===== config.mk =====
export PLATFORM = sky130hd
export DESIGN_NAME = keypad_scanner_flat
export DESIGN_NICKNAME = d
export VERILOG_FILES = /design/src/rtl/keypad_scanner_if.sv /design/src/rtl/keypad_scanner.sv /design/src/flat_wrapper.sv
export SDC_FILE = /design/constraint.sdc
export NUM_CORES = 1
export LEC_CHECK = 0
export ABC_CLOCK_PERIOD_IN_PS = 9700
export BUFFER_PORTS_ARGS = -buffer_cell sky130_fd_sc_hd__buf_2
export CORE_MARGIN = 10
export CORE_UTILIZATION = 50
export DETAILED_ROUTE_END_ITERATION = 12
export PLACE_DENSITY_LB_ADDON = 0.15
export SYNTH_ARGS = -nofsm -noshare
export SYNTH_HDL_FRONTEND = slang
export SYNTH_SLANG_ARGS = --single-unit

===== constraint.sdc =====
create_clock -name clk -period 9.7 [get_ports clk]
set_input_delay 0.485 -clock clk [delete_from_list [all_inputs] [get_ports clk]]
set_output_delay 0.485 -clock clk [all_outputs]
set_load 0.02 [all_outputs]

===== src/rtl/keypad_scanner_if.sv =====
// -----------------------------------------------------------------------------
// keypad_scanner_if
// Bundles the keypad-facing lines and the decoded key outputs of
// keypad_scanner.
//   rows      : keypad row lines, active-low, asynchronous to clk
//   cols      : column drives, active-low, exactly one bit low
//   key_code  : hex value of the last accepted key
//   key_valid : one-cycle pulse when key_code is updated
//   key_held  : high while the accepted key is considered pressed
// modport slave  : the scanner itself
// modport master : the environment (keypad model / key consumer)
// -----------------------------------------------------------------------------
interface keypad_scanner_if;
  logic [3:0] rows;
  logic [3:0] cols;
  logic [3:0] key_code;
  logic       key_valid;
  logic       key_held;

  modport master (
    output rows,
    input  cols,
    input  key_code,
    input  key_valid,
    input  key_held
  );

  modport slave (
    input  rows,
    output cols,
    output key_code,
    output key_valid,
    output key_held
  );
endinterface


===== src/rtl/keypad_scanner.sv =====
// -----------------------------------------------------------------------------
// keypad_scanner
// Scans a 4x4 active-low matrix keypad one column at a time, assembles a
// 16-bit frame per full scan, and debounces single-key presses and releases
// over DEBOUNCE_SCANS consecutive frames.
// Ports:
//   clk   : system clock (only clock used)
//   reset : asynchronous, active-high reset
//   kp    : keypad_scanner_if.slave (rows in; cols, key_code, key_valid,
//           key_held out)
// Parameters:
//   SCAN_TICKS     : clk cycles per column slot (>= 4)
//   DEBOUNCE_SCANS : stable frames needed to accept a press/release (>= 2)
// -----------------------------------------------------------------------------
module keypad_scanner #(
  parameter int SCAN_TICKS     = 100_000,
  parameter int DEBOUNCE_SCANS = 20
) (
  input  logic            clk,
  input  logic            reset,
  keypad_scanner_if.slave kp
);

  localparam int SLOT_W = $clog2(SCAN_TICKS);
  localparam int CNT_W  = $clog2(DEBOUNCE_SCANS + 1);
  localparam logic [SLOT_W-1:0] SLOT_LAST = SLOT_W'(SCAN_TICKS - 1);
  localparam logic [CNT_W-1:0]  CNT_DONE  = CNT_W'(DEBOUNCE_SCANS);

  typedef enum logic [1:0] {IDLE, DEBOUNCE, PRESSED, RELEASE} state_t;

  // Frame bit index is {column, row}; returns the legend of that key.
  function automatic logic [3:0] key_lut(input logic [3:0] idx);
    logic [3:0] code;
    case (idx)
      4'h0: code = 4'h1;  4'h1: code = 4'h4;  4'h2: code = 4'h7;  4'h3: code = 4'h0;
      4'h4: code = 4'h2;  4'h5: code = 4'h5;  4'h6: code = 4'h8;  4'h7: code = 4'hF;
      4'h8: code = 4'h3;  4'h9: code = 4'h6;  4'hA: code = 4'h9;  4'hB: code = 4'hE;
      4'hC: code = 4'hA;  4'hD: code = 4'hB;  4'hE: code = 4'hC;  default: code = 4'hD;
    endcase
    return code;
  endfunction

  // ---------------------------------------------------------------- sync
  logic [3:0] rows_meta_q, rows_sync_q;

  always_ff @(posedge clk or posedge reset) begin
    if (reset) begin
      rows_meta_q <= 4'hF;
      rows_sync_q <= 4'hF;
    end else begin
      rows_meta_q <= kp.rows;
      rows_sync_q <= rows_meta_q;
    end
  end

  // ---------------------------------------------------------------- scan
  logic [SLOT_W-1:0] slot_q;
  logic [1:0]        col_q;
  logic [11:0]       frame_q;   // columns 0..2; column 3 is taken live at frame end
  logic              slot_last, frame_end;
  logic [15:0]       frame_now;

  assign slot_last = (slot_q == SLOT_LAST);
  assign frame_end = slot_last && (col_q == 2'd3);
  assign frame_now = {~rows_sync_q, frame_q};
  assign kp.cols   = ~(4'b0001 << col_q);

  always_ff @(posedge clk or posedge reset) begin
    if (reset) begin
      slot_q  <= '0;
      col_q   <= 2'd0;
      frame_q <= '0;
    end else begin
      if (slot_last) begin
        slot_q <= '0;
        col_q  <= col_q + 2'd1;
      end else begin
        slot_q <= slot_q + SLOT_W'(1);
      end
      for (int c = 0; c < 3; c++) begin
        if (slot_last && col_q == 2'(c)) frame_q[c*4 +: 4] <= ~rows_sync_q;
      end
    end
  end

  // ---------------------------------------------------------------- classify
  logic [4:0] hits;
  logic [3:0] hit_idx;
  logic       is_none, is_single;
  logic [3:0] hit_code;

  always_comb begin
    hits    = 5'd0;
    hit_idx = 4'd0;
    for (int i = 0; i < 16; i++) begin
      if (frame_now[i]) begin
        hits    = hits + 5'd1;
        hit_idx = 4'(i);
      end
    end
  end

  assign is_none   = (hits == 5'd0);
  assign is_single = (hits == 5'd1);
  assign hit_code  = key_lut(hit_idx);

  // ---------------------------------------------------------------- FSM
  state_t           state_q, state_d;
  logic [3:0]       cand_q, cand_d;
  logic [CNT_W-1:0] cnt_q, cnt_d, cnt_inc;
  logic [3:0]       key_code_q, key_code_d;
  logic             key_valid_q, key_valid_d;
  logic             key_held;

  assign cnt_inc = cnt_q + CNT_W'(1);

  always_ff @(posedge clk or posedge reset) begin
    if (reset) begin
      state_q     <= IDLE;
      cand_q      <= 4'd0;
      cnt_q       <= '0;
      key_code_q  <= 4'd0;
      key_valid_q <= 1'b0;
    end else begin
      state_q     <= state_d;
      cand_q      <= cand_d;
      cnt_q       <= cnt_d;
      key_code_q  <= key_code_d;
      key_valid_q <= key_valid_d;
    end
  end

  always_comb begin
    state_d     = state_q;
    cand_d      = cand_q;
    cnt_d       = cnt_q;
    key_code_d  = key_code_q;
    key_valid_d = 1'b0;
    if (frame_end) begin
      case (state_q)
        IDLE: begin
          if (is_single) begin
            cand_d  = hit_code;
            cnt_d   = CNT_W'(1);
            state_d = DEBOUNCE;
          end
        end
        DEBOUNCE: begin
          if (!is_single) begin
            state_d = IDLE;
          end else if (hit_code != cand_q) begin
            // A different key restarts the stability count on that key.
            cand_d = hit_code;
            cnt_d  = CNT_W'(1);
          end else begin
            cnt_d = cnt_inc;
            if (cnt_inc == CNT_DONE) begin
              state_d     = PRESSED;
              key_code_d  = cand_q;
              key_valid_d = 1'b1;
            end
          end
        end
        PRESSED: begin
          // Any key activity keeps the press alive; no repeat, no roll-over.
          if (is_none) begin
            cnt_d   = CNT_W'(1);
            state_d = RELEASE;
          end
        end
        default: begin // RELEASE
          if (!is_none) begin
            state_d = PRESSED;
          end else begin
            cnt_d = cnt_inc;
            if (cnt_inc == CNT_DONE) state_d = IDLE;
          end
        end
      endcase
    end
  end

  always_comb begin
    key_held = (state_q == PRESSED) || (state_q == RELEASE);
  end

  assign kp.key_code  = key_code_q;
  assign kp.key_valid = key_valid_q;
  assign kp.key_held  = key_held;

endmodule


===== src/flat_wrapper.sv =====
// flat-port wrapper written by rule: the top's interface ports become plain ports
module keypad_scanner_flat 
#(
  parameter int SCAN_TICKS     = 100_000,
  parameter int DEBOUNCE_SCANS = 20
)
  (clk, reset, kp_rows, kp_cols, kp_key_code, kp_key_valid, kp_key_held);
  keypad_scanner_if kp_i ();
  input  logic clk;
  input  logic reset;
  input wire logic [$bits(kp_i.rows)-1:0] kp_rows;
  output wire logic [$bits(kp_i.cols)-1:0] kp_cols;
  output wire logic [$bits(kp_i.key_code)-1:0] kp_key_code;
  output wire logic [$bits(kp_i.key_valid)-1:0] kp_key_valid;
  output wire logic [$bits(kp_i.key_held)-1:0] kp_key_held;
  assign kp_i.rows = kp_rows;
  assign kp_cols = kp_i.cols;
  assign kp_key_code = kp_i.key_code;
  assign kp_key_valid = kp_i.key_valid;
  assign kp_key_held = kp_i.key_held;
  keypad_scanner #(.SCAN_TICKS(SCAN_TICKS), .DEBOUNCE_SCANS(DEBOUNCE_SCANS)) u_core (.clk(clk), .reset(reset), .kp(kp_i));
endmodule

======== After elaboration in Yosys (flattened, before gate mapping) ========
Memory sizes are Yosys's and may differ from the RTL's.
Index checks and enable logic that the tools add are counted.
storage, ports and cells
  logic and storage cells ................. 121
  memory bits (read-only) ................. 64
  register bits ........................... 55
  memories ................................ 1
  input port bits ......................... 6
  output and inout bits ................... 10
cells by class
  add/subtract/negate cells ............... 18
  reductions and logical operators ........ 14
  bitwise logic cells ..................... 3
  equality and inequality tests ........... 17
  multiplexer cells ....................... 55
  shift operators ......................... 1
memories
  memory           words  width  rd ports  clocked after Yosys merged registers in  write ports  RTL line              RTL
  (no name shown)  16     4      1         0                                        0            keypad_scanner.sv:34  case (idx)
operators with widths
  operator                                                                  count
  5-bit two-way mux                                                         20
  5-bit by 1-bit adder with 5-bit output (second input constant)            15
  4-bit two-way mux                                                         11
  2-bit two-way mux                                                         9
  17-bit by 1-bit adder with 17-bit output (second input constant)          1
  17-bit == test (second input constant)                                    1
  17-bit two-way mux                                                        1
  5-bit one-hot mux with 3 select lines                                     1
  5-bit AND reduction                                                       3
  3-bit two-way mux                                                         4
  2-bit == test (second input constant)                                     4
  2-bit by 1-bit inequality test with 1-bit output (second input constant)  4
  4-bit inverter                                                            2
  4-bit one-hot mux with 2 select lines                                     1
  1-bit two-way mux                                                         7
  3-bit inequality test (second input constant)                             2
  2-bit one-hot mux with 3 select lines                                     1
  6-bit AND reduction                                                       1
  5-bit by 1-bit == test with 1-bit output (second input constant)          1
  5-bit == test (second input constant)                                     1
  5-bit zero test                                                           1
  5-bit inequality test (second input constant)                             1
  2-bit by 1-bit == test with 1-bit output (second input constant)          2
  1-bit logical AND                                                         4
  other kinds (9)                                                           10

======== Depth between registers and ports, before layout ========
Gate-level depths: netlist of run 1.
  depth after elaboration ................. 35
  gate-level depth with buffers ........... 53
  depth with buffers taken out ............ 51

======== Least setup slack after synthesis of run 1 ========
OpenSTA, ideal clock, no wires.
  path type ............................... reg-to-reg
  start point ............................. reg u_core.frame_q[0]
  end point ............................... reg u_core.key_code_q[0], in the netlist u_core.kp.key_code[0]
  period minus slack after synthesis ...... 8.777 ns
  required time ........................... 9.575 ns
  setup time .............................. 0.125 ns
  setup slack ............................. 0.923 ns
  cell stages (with the launch flop) ...... 51
  buffers on the path ..................... 1
  arrival time ............................ 8.652 ns
  path through ............................ dfrtp_1 > inv_1 > ha_1 > xor2_1 > ha_1 > nand2_1 > o31ai_1 > ha_1 > mux2i_1 > inv_1 > ha_1 > nor2b_1 > nor2_1 > nand2_1 > inv_1 > ha_1 > nor2b_1 > a21oi_1 > (+15 left out) > a21oi_1 > o31ai_1 > ha_1 > nor2_1 > nor2_1 > ha_1 > nor2b_1 > a21o_1 > ha_1 > mux2i_1 > inv_1 > ha_1 > nor2_1 > nand3_1 > nor3b_1 > mux2i_1 > or3_4 > mux2_4
on the way
  longest elaborated chain between the ends .. 33
RTL lines
  element                                       RTL line               RTL
  from (decl)                                   keypad_scanner.sv:59   logic [11:0] frame_q;
  from (signal, indexed assignment)             keypad_scanner.sv:81   if (slot_last && col_q == 2'(c)) frame_q[c*4 +: 4] <= ~rows_sync_q;
  1-bit two-way mux (*)                         keypad_scanner.sv:96   if (frame_now[i]) begin
  1-bit by 1-bit adder with 2-bit output        keypad_scanner.sv:97   hits = hits + 5'd1;
  5-bit two-way mux (*)                         keypad_scanner.sv:96
  5-bit by 1-bit adder with 5-bit output        keypad_scanner.sv:97
  5-bit two-way mux (*)                         keypad_scanner.sv:96
  5-bit by 1-bit adder with 5-bit output        keypad_scanner.sv:97
  5-bit two-way mux (*)                         keypad_scanner.sv:96
  5-bit by 1-bit adder with 5-bit output        keypad_scanner.sv:97
  (+17 left out)                                --
  5-bit by 1-bit adder with 5-bit output        keypad_scanner.sv:97
  5-bit two-way mux (*)                         keypad_scanner.sv:96
  5-bit by 1-bit adder with 5-bit output        keypad_scanner.sv:97
  5-bit two-way mux (*)                         keypad_scanner.sv:96
  5-bit by 1-bit adder with 5-bit output        keypad_scanner.sv:97
  5-bit two-way mux (*)                         keypad_scanner.sv:96
  5-bit by 1-bit == test with 1-bit output (*)  keypad_scanner.sv:104  assign is_single = (hits == 5'd1);
  5-bit AND reduction (no line) (*)             --
  to (signal assigned)                          keypad_scanner.sv:128  key_code_q <= key_code_d;
  to (decl)                                     keypad_scanner.sv:111  logic [3:0] key_code_q, key_code_d;
Every way passes the cells marked *; elsewhere a longest branch is shown, timed or not.
A chain may end at the register's enable or synchronous reset.

======== Worst setup path after layout of run 1 ========
  start point ............................. reg u_core.frame_q[1]
  end point ............................... reg u_core.key_code_q[0], in the netlist u_core.kp.key_code[0]
on the way
  longest elaborated chain between the ends .. 31
  elaborated cells between the ends (all ways) .. 49
  classes of those cells .................. add/sub: 14; eq/ne: 2; mux: 30; bitwise: 1; reduce/logical: 1; memory: 1
RTL lines
  element                                   RTL line
  5-bit two-way mux                         keypad_scanner.sv:96
  5-bit by 1-bit adder with 5-bit output    keypad_scanner.sv:97
  5-bit two-way mux                         keypad_scanner.sv:96
  5-bit by 1-bit adder with 5-bit output    keypad_scanner.sv:97
  5-bit two-way mux                         keypad_scanner.sv:96
  5-bit by 1-bit adder with 5-bit output    keypad_scanner.sv:97
  5-bit two-way mux                         keypad_scanner.sv:96
  5-bit by 1-bit adder with 5-bit output    keypad_scanner.sv:97
  (+15 left out)                            --
  5-bit by 1-bit adder with 5-bit output    keypad_scanner.sv:97
  5-bit two-way mux                         keypad_scanner.sv:96
  5-bit by 1-bit adder with 5-bit output    keypad_scanner.sv:97
  5-bit two-way mux                         keypad_scanner.sv:96
  5-bit by 1-bit adder with 5-bit output    keypad_scanner.sv:97
  5-bit two-way mux                         keypad_scanner.sv:96
  5-bit by 1-bit == test with 1-bit output  keypad_scanner.sv:104
  5-bit AND reduction (no line) (*)         --
Marks and branches as above.

==> results of run 1 <==
==> power groups by stage <==
stage          combinational, uW  sequential, uW  clock, uW
2_1_floorplan               27.4             237          0
3_3_place_gp                33.2             240          0
3_5_place_dp                34.2             240          0
4_1_cts                     34.5             236        136
5_1_grt                     44.1             236        146
6_report                    39.1             236        131
==> what timing repair did <==
action	in CTS	in global routing
hold endpoints to repair	0	0
hold buffers	0	0
gates resized for setup	0	27
setup endpoints to repair	0	16
buffers inserted	0	8
==> placed cells by master, fill, tap and decap left out, types with 8 or more instances in the layout <==
cell type and count:
nand2_1 59, dfrtp_1 46, o21ai_0 33, xnor2_1 33, nor2_1 26, inv_1 23, xor2_1 22, nand3_1 20
ha_1 20, a21oi_1 19, buf_2 15, buf_4 12, nor3_1 9, dfstp_2 8
==> stage by stage <==
stage | utilization | hold slack, ns | setup slack, ns | cell area [um^2] | power (uW)
5_1_grt | 0.5744 | 0.2510 | -0.07953 | 4791 | 426.2
3_3_place_gp | 0.5411 | 0.3452 | 0.4311 | 4513 | 273.2
3_5_place_dp | 0.5411 | 0.3473 | 0.1049 | 4513 | 274.4
2_1_floorplan | - | 0.3452 | 0.9233 | 4353 | 264.7
6_report | 0.5744 | 0.2632 | 0.4852 | 4791 | 405.6
4_1_cts | 0.5521 | 0.2553 | 0.03212 | 4604 | 406.7
==> logic make-up (layout without fill, tap and decap cells) <==
kind of cell               after synthesis  count (layout)  share of synthesized area
and+or+nand+nor                        182             182                     0.2124
AOI/OAI and AO/OA                      100             100                     0.1431
xor gates and xnor gates                67              67                     0.1722
DFF                                     55              55                     0.3185
buffers and inverters                   46              62                    0.04225
adders and majority gates               24              24                    0.06899
muxes                                   16              16                    0.04254
==> flip-flops by register name, indices dropped and copies added (netlist names) <==
signal and count:
u_core.rows_sync_q 4, u_core.slot_q 17, u_core.frame_q 12, u_core.state_q 2, u_core.cand_q 4, u_core.kp.key_valid 1, u_core.cnt_q 5, u_core.kp.key_code 4
u_core.col_q 2, u_core.rows_meta_q 4
==> cell type report <==
type	instances	area, um^2
clock buffers	5	68.82
clock inverters	3	22.52
fillers	758	3550
inverters	27	101.3
multi-input cells	389	2914
flip-flops and latches	55	1388
well taps	105	131.4
repair buffers	27	165.2
==> routing by layer <==
layer	vias up	GRT usage	routed length, um	part of all wire
li1	1760	-	-	-
met1	1679	0.1728	4283	0.47
met2	48	0.2354	4495	0.49
met3	15	0.02166	236	0.026
met4	0	0.04061	153	0.017
met5	-	0	0	0
==> worst paths after layout <==
path                                         endpoint  slack (ns)  depth (start not counted)
max in group asynchronous           u_core.frame_q[2]        8.51                          2
worst max-delay path            u_core.kp.key_code[0]        0.49                         50
worst min-delay path            u_core.rows_meta_q[1]        0.26                          1
worst max register to register  u_core.kp.key_code[0]        0.49                         50
min in group asynchronous            u_core.slot_q[6]        0.45                          2
worst min register to register  u_core.rows_sync_q[2]        0.36                          0
==> summary.md, run 1 <==
| Metric | Value |
|---|---|
| Status | `finished clean` |
| CTS sink count | `55` |
| CP required | `9.90 ns` |
| Ys Warns | `0` |
| Crit-path max cell delay | `0.44 ns` |
| Core footprint | `8341 um^2` |
| Clk slew on worst S/H paths | `0.11 ns` |
| Sw frac | `0.2553` |
| Vias | `between 3,000 and 4,000` |
| Post-synth top area share | `0.2702` |
| DR vias/cell | `about 5.7` |
| Total net switching power | `103.6 uW` |
| Vias in the first global route | `around 3,400` |
| Remaining DRCs | `0` |
| Final period demand of the worst path | `between 9 and 10 ns` |
| Fmax | `0.1085 GHz` |
| Global Route Usage Sum | `0.1373` |
| Final ANT Viol Nets | `0` |
| Post-Layout Cell Count | `~610` |
| HP Start | `kp_rows[1]` |
| Die ar. | `12,840 um^2` |
| Clk Latency, worst-skew pair | `0.32 ns` |
| PortBufs | `15` |
| Sequential cell area fraction in the yosys report | `0.3185` |
| Syn Inst Count | `490` |
| Count of final setup violators | `0` |
| DR pass1 iterations | `4` |
| Max_slew headroom | `0.2581` |
| Placed Cells | `595` |
| IO Count | `16` |
| Total power per unit cell area | `84.67 nW/um^2` |
| Grt total ovfl | `0` |
| Initial Util | `0.5219` |
| Synthesized flop and latch total | `55` |
| HPWL Detailed | `6.847 mm` |
| Leak | `between 0.002 and 0.0025 uW` |
| CTS tree | `done` |
| Worst-path maximum fanout | `8` |
| Synth-to-Final Area Change | `10.06%` |
| Clock Path Buffers | `2` |
| Kind of critical path | `reg2reg` |
| Layout cells sized above 1 | `0.1700` |
| Final WL | `9.168 mm` |
| Combinational power share | `0.096` |
| Seq pwr share | `0.581` |
| Final hold violations | `0` |
| Worst slew pin tran | `1.111 ns` |
| First-pass GRT wire length | `roughly 15 mm` |
| TNS Setup | `0 ns` |
| CP most frequent cell | `ha_1` |
| Nets | `535` |
| Root Buffer | `clkbuf_8` |
| Buffers & Inverters on Critical Path | `4` |
| Most common library cells after synthesis | `nand2_1, dfrtp_1, o21ai_0, xnor2_1, nor2_1` |
| Critical path endpoint category | `flip-flop` |
| Antenna violations before repair | `0` |
| DR iter-0 viols | `86` |
| Maxcap violations | `0` |
| Row count | `33` |
| Diode count | `0` |
| Critical path arrival | `9.41 ns` |
| Internal Power | `302.1 uW` |
| Cell area after synthesis | `4353 um^2` |
| CP Launch Type | `flip-flop` |
| Reg2reg start | `u_core.frame_q[1]` |
| Largest net degree at the start of global routing | `56` |
| Die width | `113.3 um` |
| Synthesized area per cell | `8.884 um^2` |
| Count leader, synth | `nand2_1` |
| Top post-synthesis cells by area | `dfrtp_1, ha_1, xnor2_1` |
| Min-delay worst type | `in2reg` |
| Slowest CP cell | `or3_4` |
| Post-synth EDFFs | `0` |
| Final period util | `0.9500` |
| Worst VDD drop | `approximately 94 uV` |
| Clock share of power | `0.322` |
| Main synth FF type | `dfrtp_1` |
| Worst setup startpoint | `u_core.frame_q[1]` |
| Die Ht | `113.3 um` |
| H-Tree Depth | `2` |
| GPL Wtd Cong | `0.8331` |
| Largest delay share family, worst path | `adder cells` |
| Number of distinct library cells after synthesis | `62` |
| Synth area leader | `dfrtp_1` |
| Routed WL per cell | `15.00 um` |
| Final Slew Violations | `0` |
| Mapped Nets | `520` |
| TritonCTS Buffers | `5` |
| Clock Skews | `0.01558 ns` |
| Ys async rst share | `1.000` |
No activity file was read; power rests on OpenSTA's default activity.
==> inputs of run 2 (changes only) <==
- GPL_TIMING_DRIVEN: not set -> 0
==> summary.md, run 2 (synthesis results as in run 1) <==
| Metric | Value |
|---|---|
| Status | `finished clean (unchanged)` |
| FILL cells | `776 (was 758)` |
| Core footprint | `8341 um^2 (unchanged)` |
| Row count | `33 (unchanged)` |
| CP required | `9.89 ns (was 9.90 ns)` |
| Synth-to-Final Area Change | `11.61% (was 10.06%)` |
| Final period util | `0.9394 (was 0.9500)` |
| Largest net degree at the start of global routing | `43 (was 56)` |
| Root Buffer | `clkbuf_8 (unchanged)` |
| Slowest CP cell | `or3_4 (unchanged)` |
| Most frequent cells in the layout | `nand2_1, dfrtp_1, o21ai_0, xnor2_1, nor2_1 (unchanged)` |
| Buffers & Inverters on Critical Path | `4 (unchanged)` |
| Critical path endpoint category | `flip-flop (unchanged)` |
| Critical path arrival | `9.30 ns (was 9.41 ns)` |
| Routed WL per cell | `14.59 um (was 15.00 um)` |
| Global Route Usage Sum | `0.1392 (was 0.1373)` |
| Die ar. | `12,840 um^2 (unchanged)` |
| Final hold violations | `0 (unchanged)` |
| DR vias/cell | `5.694 (was 5.732)` |
| Worst VDD drop | `91.58 uV (was 94.48 uV)` |
| Diode count | `0 (unchanged)` |
| Min-delay worst type | `in2async (was in2reg)` |
| Final Total Pwr | `401.4 uW (was 405.6 uW)` |
| Final ANT Viol Nets | `0 (unchanged)` |
| HPWL Detailed | `6.942 mm (was 6.847 mm)` |
| Largest reg by FF count | `u_core.slot_q (unchanged)` |
| Fmax | `0.1097 GHz (was 0.1085 GHz)` |
| Grt total ovfl | `0 (unchanged)` |
| Clk slew on worst S/H paths | `0.10 ns (was 0.11 ns)` |
| Clk Latency, worst-skew pair | `0.30 ns (was 0.32 ns)` |
| CP most frequent cell | `ha_1 (unchanged)` |
| PortBufs | `15 (unchanged)` |
| Count of final setup violators | `0 (unchanged)` |
| CTS tree | `done (unchanged)` |
| Antenna violations before repair | `0 (unchanged)` |
| Hold-fix buffers at CTS | `0 (unchanged)` |
| Area of the multi-input gates | `2935 um^2 (was 2914 um^2)` |
| CP Launch Type | `flip-flop (unchanged)` |
| Initial Util | `0.5219 (unchanged)` |
| Maxcap violations | `0 (unchanged)` |
| DR pass1 iterations | `5 (was 4)` |
| Vias in the first global route | `3,521 (was 3,361)` |
| Top flop regs | `u_core.slot_q: 17 flops, u_core.frame_q: 12 flops, u_core.cnt_q: 5 flops (unchanged)` |
| TritonCTS Buffers | `5 (unchanged)` |
| Leak | `0.002117 uW (was 0.002097 uW)` |
| TNS Setup | `0 ns (unchanged)` |
| Layout cells sized above 1 | `0.1676 (was 0.1700)` |
| Final WL | `9.107 mm (was 9.168 mm)` |
| Kind of critical path | `reg2reg (unchanged)` |
| Total power per unit cell area | `82.61 nW/um^2 (was 84.67 nW/um^2)` |
| Max_slew headroom | `0.3783 (was 0.2581)` |
| GPL Wtd Cong | `0.8553 (was 0.8331)` |
| DR iter-0 viols | `149 (was 86)` |
| Worst slew pin tran | `0.9241 ns (was 1.111 ns)` |
| Die width | `113.3 um (unchanged)` |
| H-Tree Depth | `2 (unchanged)` |
| Clock Path Buffers | `2 (unchanged)` |
| Remaining DRCs | `0 (unchanged)` |
| Worst-path maximum fanout | `5 (was 8)` |
| Max reg flops | `17 (unchanged)` |
| Largest delay share family, worst path | `adder cells (unchanged)` |
| Register area | `1386 um^2 (was 1388 um^2)` |
| Crit-path max cell delay | `0.44 ns (about the same)` |
| First-pass GRT wire length | `15.61 mm (was 15.28 mm)` |
| Final period demand of the worst path | `9.112 ns (was 9.215 ns)` |
| Die Ht | `113.3 um (unchanged)` |
| Vias | `3,553 (was 3,502)` |
| Nets | `548 (was 535)` |
| Final Slew Violations | `0 (unchanged)` |
| IO Count | `16 (unchanged)` |
| CTS sink count | `55 (unchanged)` |
| Most common cell after layout, fill and taps aside | `nand2_1 (unchanged)` |
| Clock Skews | `0.008031 ns (was 0.01558 ns)` |
==> run 2: cell types whose count changed in the layout (fill, tap and decap cells not counted), sizes merged <==
cell,before,now
buf,27,26
clkbuf,5,19
clkinv,1,2
inv,29,28
==> run 2: metal layers <==
layer  routed length [um]  GRT usage  share of wire  up-vias
met2                 4551     0.2412           0.50       59
met3                  292    0.01690          0.032        5
li1                     -          -              -     1786
met4                   63    0.03215         0.0069        0
met5                    0          0              0        -
met1                 4199     0.1794           0.46     1703
==> run 2: metrics by stage <==
stage | utilization | std cells | area, um^2 | hold slack (ns) | setup slack [ns]
after detailed placement | 0.5497 | 612 | 4584 | 0.3468 | -0.03041
final | 0.5825 | 624 | 4858 | 0.1191 | 0.5882
after global placement | 0.5467 | 610 | 4559 | 0.3454 | 0.1952
after global routing | 0.5825 | 624 | 4858 | 0.1323 | -0.06005
after floorplan | - | 490 | 4353 | 0.3452 | 0.9233
after CTS | 0.5609 | 620 | 4678 | 0.1173 | 0.01255
==> run 2: cell type report <==
class,count,area share
Clock buffer,5,0.01416
Sequential cell,55,0.2853
Clock inverter,3,0.003863
Buffer,18,0.01622
Tap cell,105,0.02704
Timing Repair Buffer,22,0.02833
Inverter,27,0.02086
Multi-Input combinational cell,389,0.6042
==> run 2: report_power, final <==
part / internal (uW) / leakage, uW / switching [uW] / total, uW
Sequential: 232 / 0.000727 / 1.18 / 233
Combinational: 18.0 / 0.00134 / 25.9 / 43.8
Clock: 51.0 / 0.0000483 / 73.2 / 124
==> run 2: path summary, 6_finish.rpt <==
kind / slack [ns] / to / depth (start not counted) / startpoint
hold reg to reg: 0.36 / u_core.rows_sync_q[3] / 0 / u_core.rows_meta_q[3]
setup / recovery: 0.59 / u_core.kp.key_code[2] / 50 / u_core.frame_q[1]
max in group asynchronous: 9.01 / u_core.rows_meta_q[3] / 3 / reset
min in group clk: 0.27 / u_core.rows_meta_q[0] / 1 / kp_rows[0]
setup reg to reg: 0.59 / u_core.kp.key_code[2] / 50 / u_core.frame_q[1]
hold / removal: 0.12 / u_core.cnt_q[2] / 2 / reset
==> run 2: repair_timing <==
action	CTS	global route
pin swaps	0	10
endpoints found under the setup margin	5	16
gates resized for setup	1	30
setup buffers	0	5
==> inputs of run 3 (changes only) <==
- CORE_ASPECT_RATIO: not set -> 1.25
==> summary.md, run 3 (synthesis results as in run 1) <==
| Metric | Value |
|---|---|
| Status | `finished clean (unchanged)` |
| Core footprint | `8606 um^2 (was 8341 um^2)` |
| Final hold violations | `0 (unchanged)` |
| CP most frequent cell | `ha_1 (unchanged)` |
| Worst VDD drop | `102.9 uV (was 91.58 uV)` |
| Final ANT Viol Nets | `0 (unchanged)` |
| Row count | `38 (was 33)` |
| Max reg flops | `17 (unchanged)` |
| PortBufs | `15 (unchanged)` |
| Final period demand of the worst path | `9.188 ns (was 9.112 ns)` |
| Nets | `553 (was 548)` |
| Initial Util | `0.5058 (was 0.5219)` |
| Vias in the first global route | `3,424 (was 3,521)` |
| FF-to-FF End | `u_core.kp.key_code[1] (was u_core.kp.key_code[2])` |
| First-pass GRT wire length | `15.59 mm (was 15.61 mm)` |
| Die Ht | `124.3 um (was 113.3 um)` |
| Grt total ovfl | `0 (unchanged)` |
| Clock Path Buffers | `2 (unchanged)` |
| Hold-fix buffers at CTS | `0 (unchanged)` |
| Crit-path max cell delay | `0.43 ns (was 0.44 ns)` |
| Maxcap violations | `0 (unchanged)` |
| Global Route Usage Sum | `0.1447 (was 0.1392)` |
| Final Slew Violations | `0 (unchanged)` |
| CP Launch Type | `flip-flop (unchanged)` |
| CTS sink count | `55 (unchanged)` |
| Largest net degree at the start of global routing | `39 (was 43)` |
| Vias | `3,516 (was 3,553)` |
| Kind of critical path | `reg2reg (unchanged)` |
| Final period util | `0.9472 (was 0.9394)` |
| H-Tree Depth | `2 (unchanged)` |
| Clk slew on worst S/H paths | `0.10 ns (about the same)` |
| Max_slew headroom | `0.3702 (was 0.3783)` |
| HPWL Detailed | `6.861 mm (was 6.942 mm)` |
| Top flop regs | `u_core.slot_q: 17 flops, u_core.frame_q: 12 flops, u_core.cnt_q: 5 flops (unchanged)` |
| Final Cell Area | `4926 um^2 (was 4858 um^2)` |
| Most frequent cells in the layout | `nand2_1, dfrtp_1, o21ai_0, xnor2_1, nor2_1 (unchanged)` |
| TritonCTS Buffers | `5 (unchanged)` |
| Worst setup startpoint | `u_core.frame_q[0] (was u_core.frame_q[1])` |
| Count of final setup violators | `0 (unchanged)` |
| DR iter-0 viols | `149 (unchanged)` |
| DP Area | `4604 um^2 (was 4584 um^2)` |
| Final WL | `9.043 mm (was 9.107 mm)` |
| Worst slack, placed | `-0.04071 ns (was -0.03041 ns)` |
| Clk Latency, worst-skew pair | `0.32 ns (was 0.30 ns)` |
| DR vias/cell | `5.460 (was 5.694)` |
| Worst Slack Setup Final | `0.5121 ns (was 0.5882 ns)` |
| DR pass1 iterations | `4 (was 5)` |
| Crit path capture | `u_core.kp.key_code[1] (was u_core.kp.key_code[2])` |
| Post-layout util | `0.5724 (was 0.5825)` |
| Total power per unit cell area | `82.10 nW/um^2 (was 82.61 nW/um^2)` |
| Clock Skews | `0.009887 ns (was 0.008031 ns)` |
| Root Buffer | `clkbuf_8 (unchanged)` |
| Worst slew pin tran | `0.9361 ns (was 0.9241 ns)` |
| Min-delay worst type | `in2async (unchanged)` |
| Die width | `103.5 um (was 113.3 um)` |
| Reg2reg start | `u_core.frame_q[0] (was u_core.frame_q[1])` |
| CP required | `9.90 ns (was 9.89 ns)` |
| Most common cell after layout, fill and taps aside | `nand2_1 (unchanged)` |
| CTS tree | `done (unchanged)` |
| Routed WL per cell | `14.04 um (was 14.59 um)` |
| Worst r2r path cells | `50 (unchanged)` |
| Remaining DRCs | `0 (unchanged)` |
| Worst-path maximum fanout | `5 (unchanged)` |
| Fmax | `0.1088 GHz (was 0.1097 GHz)` |
| IO Count | `16 (unchanged)` |
| Synth-to-Final Area Change | `13.16% (was 11.61%)` |
| FILL cells | `786 (was 776)` |
| Critical path arrival | `9.39 ns (was 9.30 ns)` |
| Antenna violations before repair | `0 (unchanged)` |
| TNS Setup | `0 ns (unchanged)` |
| Reg-to-reg slack, setup | `0.51 ns (was 0.59 ns)` |
| Critical path endpoint category | `flip-flop (unchanged)` |
| Largest reg by FF count | `u_core.slot_q (unchanged)` |
| Slowest CP cell | `or3_4 (unchanged)` |
| Diode count | `0 (unchanged)` |
| Leak | `0.002143 uW (was 0.002117 uW)` |
| GPL Wtd Cong | `0.8077 (was 0.8553)` |
| Die ar. | `12,860 um^2 (was 12,840 um^2)` |
| Layout cells sized above 1 | `0.1794 (was 0.1676)` |
[run 3: cell count changes in the layout (fill, tap and decap cells not counted), sizes merged]
cell	delta
inv	-1
clkinv	+1
buf	+5
[run 3: cell type report]
cell class,instances,area (um^2),area share
Clock inverter,3,15.01,0.003048
Buffer,18,78.83,0.01600
Inverter,27,101.3,0.02057
Multi-Input combinational cell,389,2948,0.5984
Tap cell,120,150.1,0.03048
Timing Repair Buffer,27,177.7,0.03607
Sequential cell,55,1386,0.2814
Clock buffer,5,68.82,0.01397
[run 3: worst min path at each step]
stage / cells past startpoint / from / to / slack [ns]
floorplan: 0 / u_core.rows_meta_q[0] / u_core.rows_sync_q[0] / 0.35
global placement: 0 / u_core.rows_meta_q[0] / u_core.rows_sync_q[0] / 0.35
detailed placement: 0 / u_core.rows_meta_q[3] / u_core.rows_sync_q[3] / 0.35
CTS: 2 / reset / u_core.slot_q[12] / 0.14
global route: 2 / reset / u_core.slot_q[12] / 0.13
finish: 2 / reset / u_core.slot_q[12] / 0.14
[run 3: what timing repair did]
item                       CTS  global route
pin swaps                    0            12
buffers inserted             0            11
setup endpoints to repair    5            16
cloned                       0             0
resized for setup            1            31
[run 3: worst max-delay path, delay by kind of cell, from the launching register on]
kind	cells	cell delay, ns
adder cells (fa/ha/maj)	14	3.92
AND/OR/NAND/NOR	19	2.60
AO/OA/AOI/OAI	9	1.13
multiplexers	4	0.72
flip-flops	1	0.41
buffers and inverters	4	0.31
[run 3: metal layers]
metal | up-vias | global-route usage | part of all wire
met4 | 0 | 0.04594 | 0.014
met1 | 1684 | 0.1779 | 0.45
li1 | 1794 | - | -
met3 | 9 | 0.02109 | 0.021
met2 | 29 | 0.2489 | 0.52
met5 | - | 0 | 0
[run 3: per-stage QoR]
step | hold slack (ns) | cells | total power, uW
2_1_floorplan | 0.3452 | 490 | 264.7
3_3_place_gp | 0.3462 | 625 | 272.3
3_5_place_dp | 0.3472 | 626 | 274.5
4_1_cts | 0.1374 | 633 | 401.2
5_1_grt | 0.1338 | 644 | 423.4
6_report | 0.1354 | 644 | 404.4
[run 3: power by group]
| part | switching (uW) | internal, uW |
|---|---|---|
| sequential | 1.17 | 232 |
| combinational | 26.4 | 19.2 |
| clock | 75.8 | 49.7 |
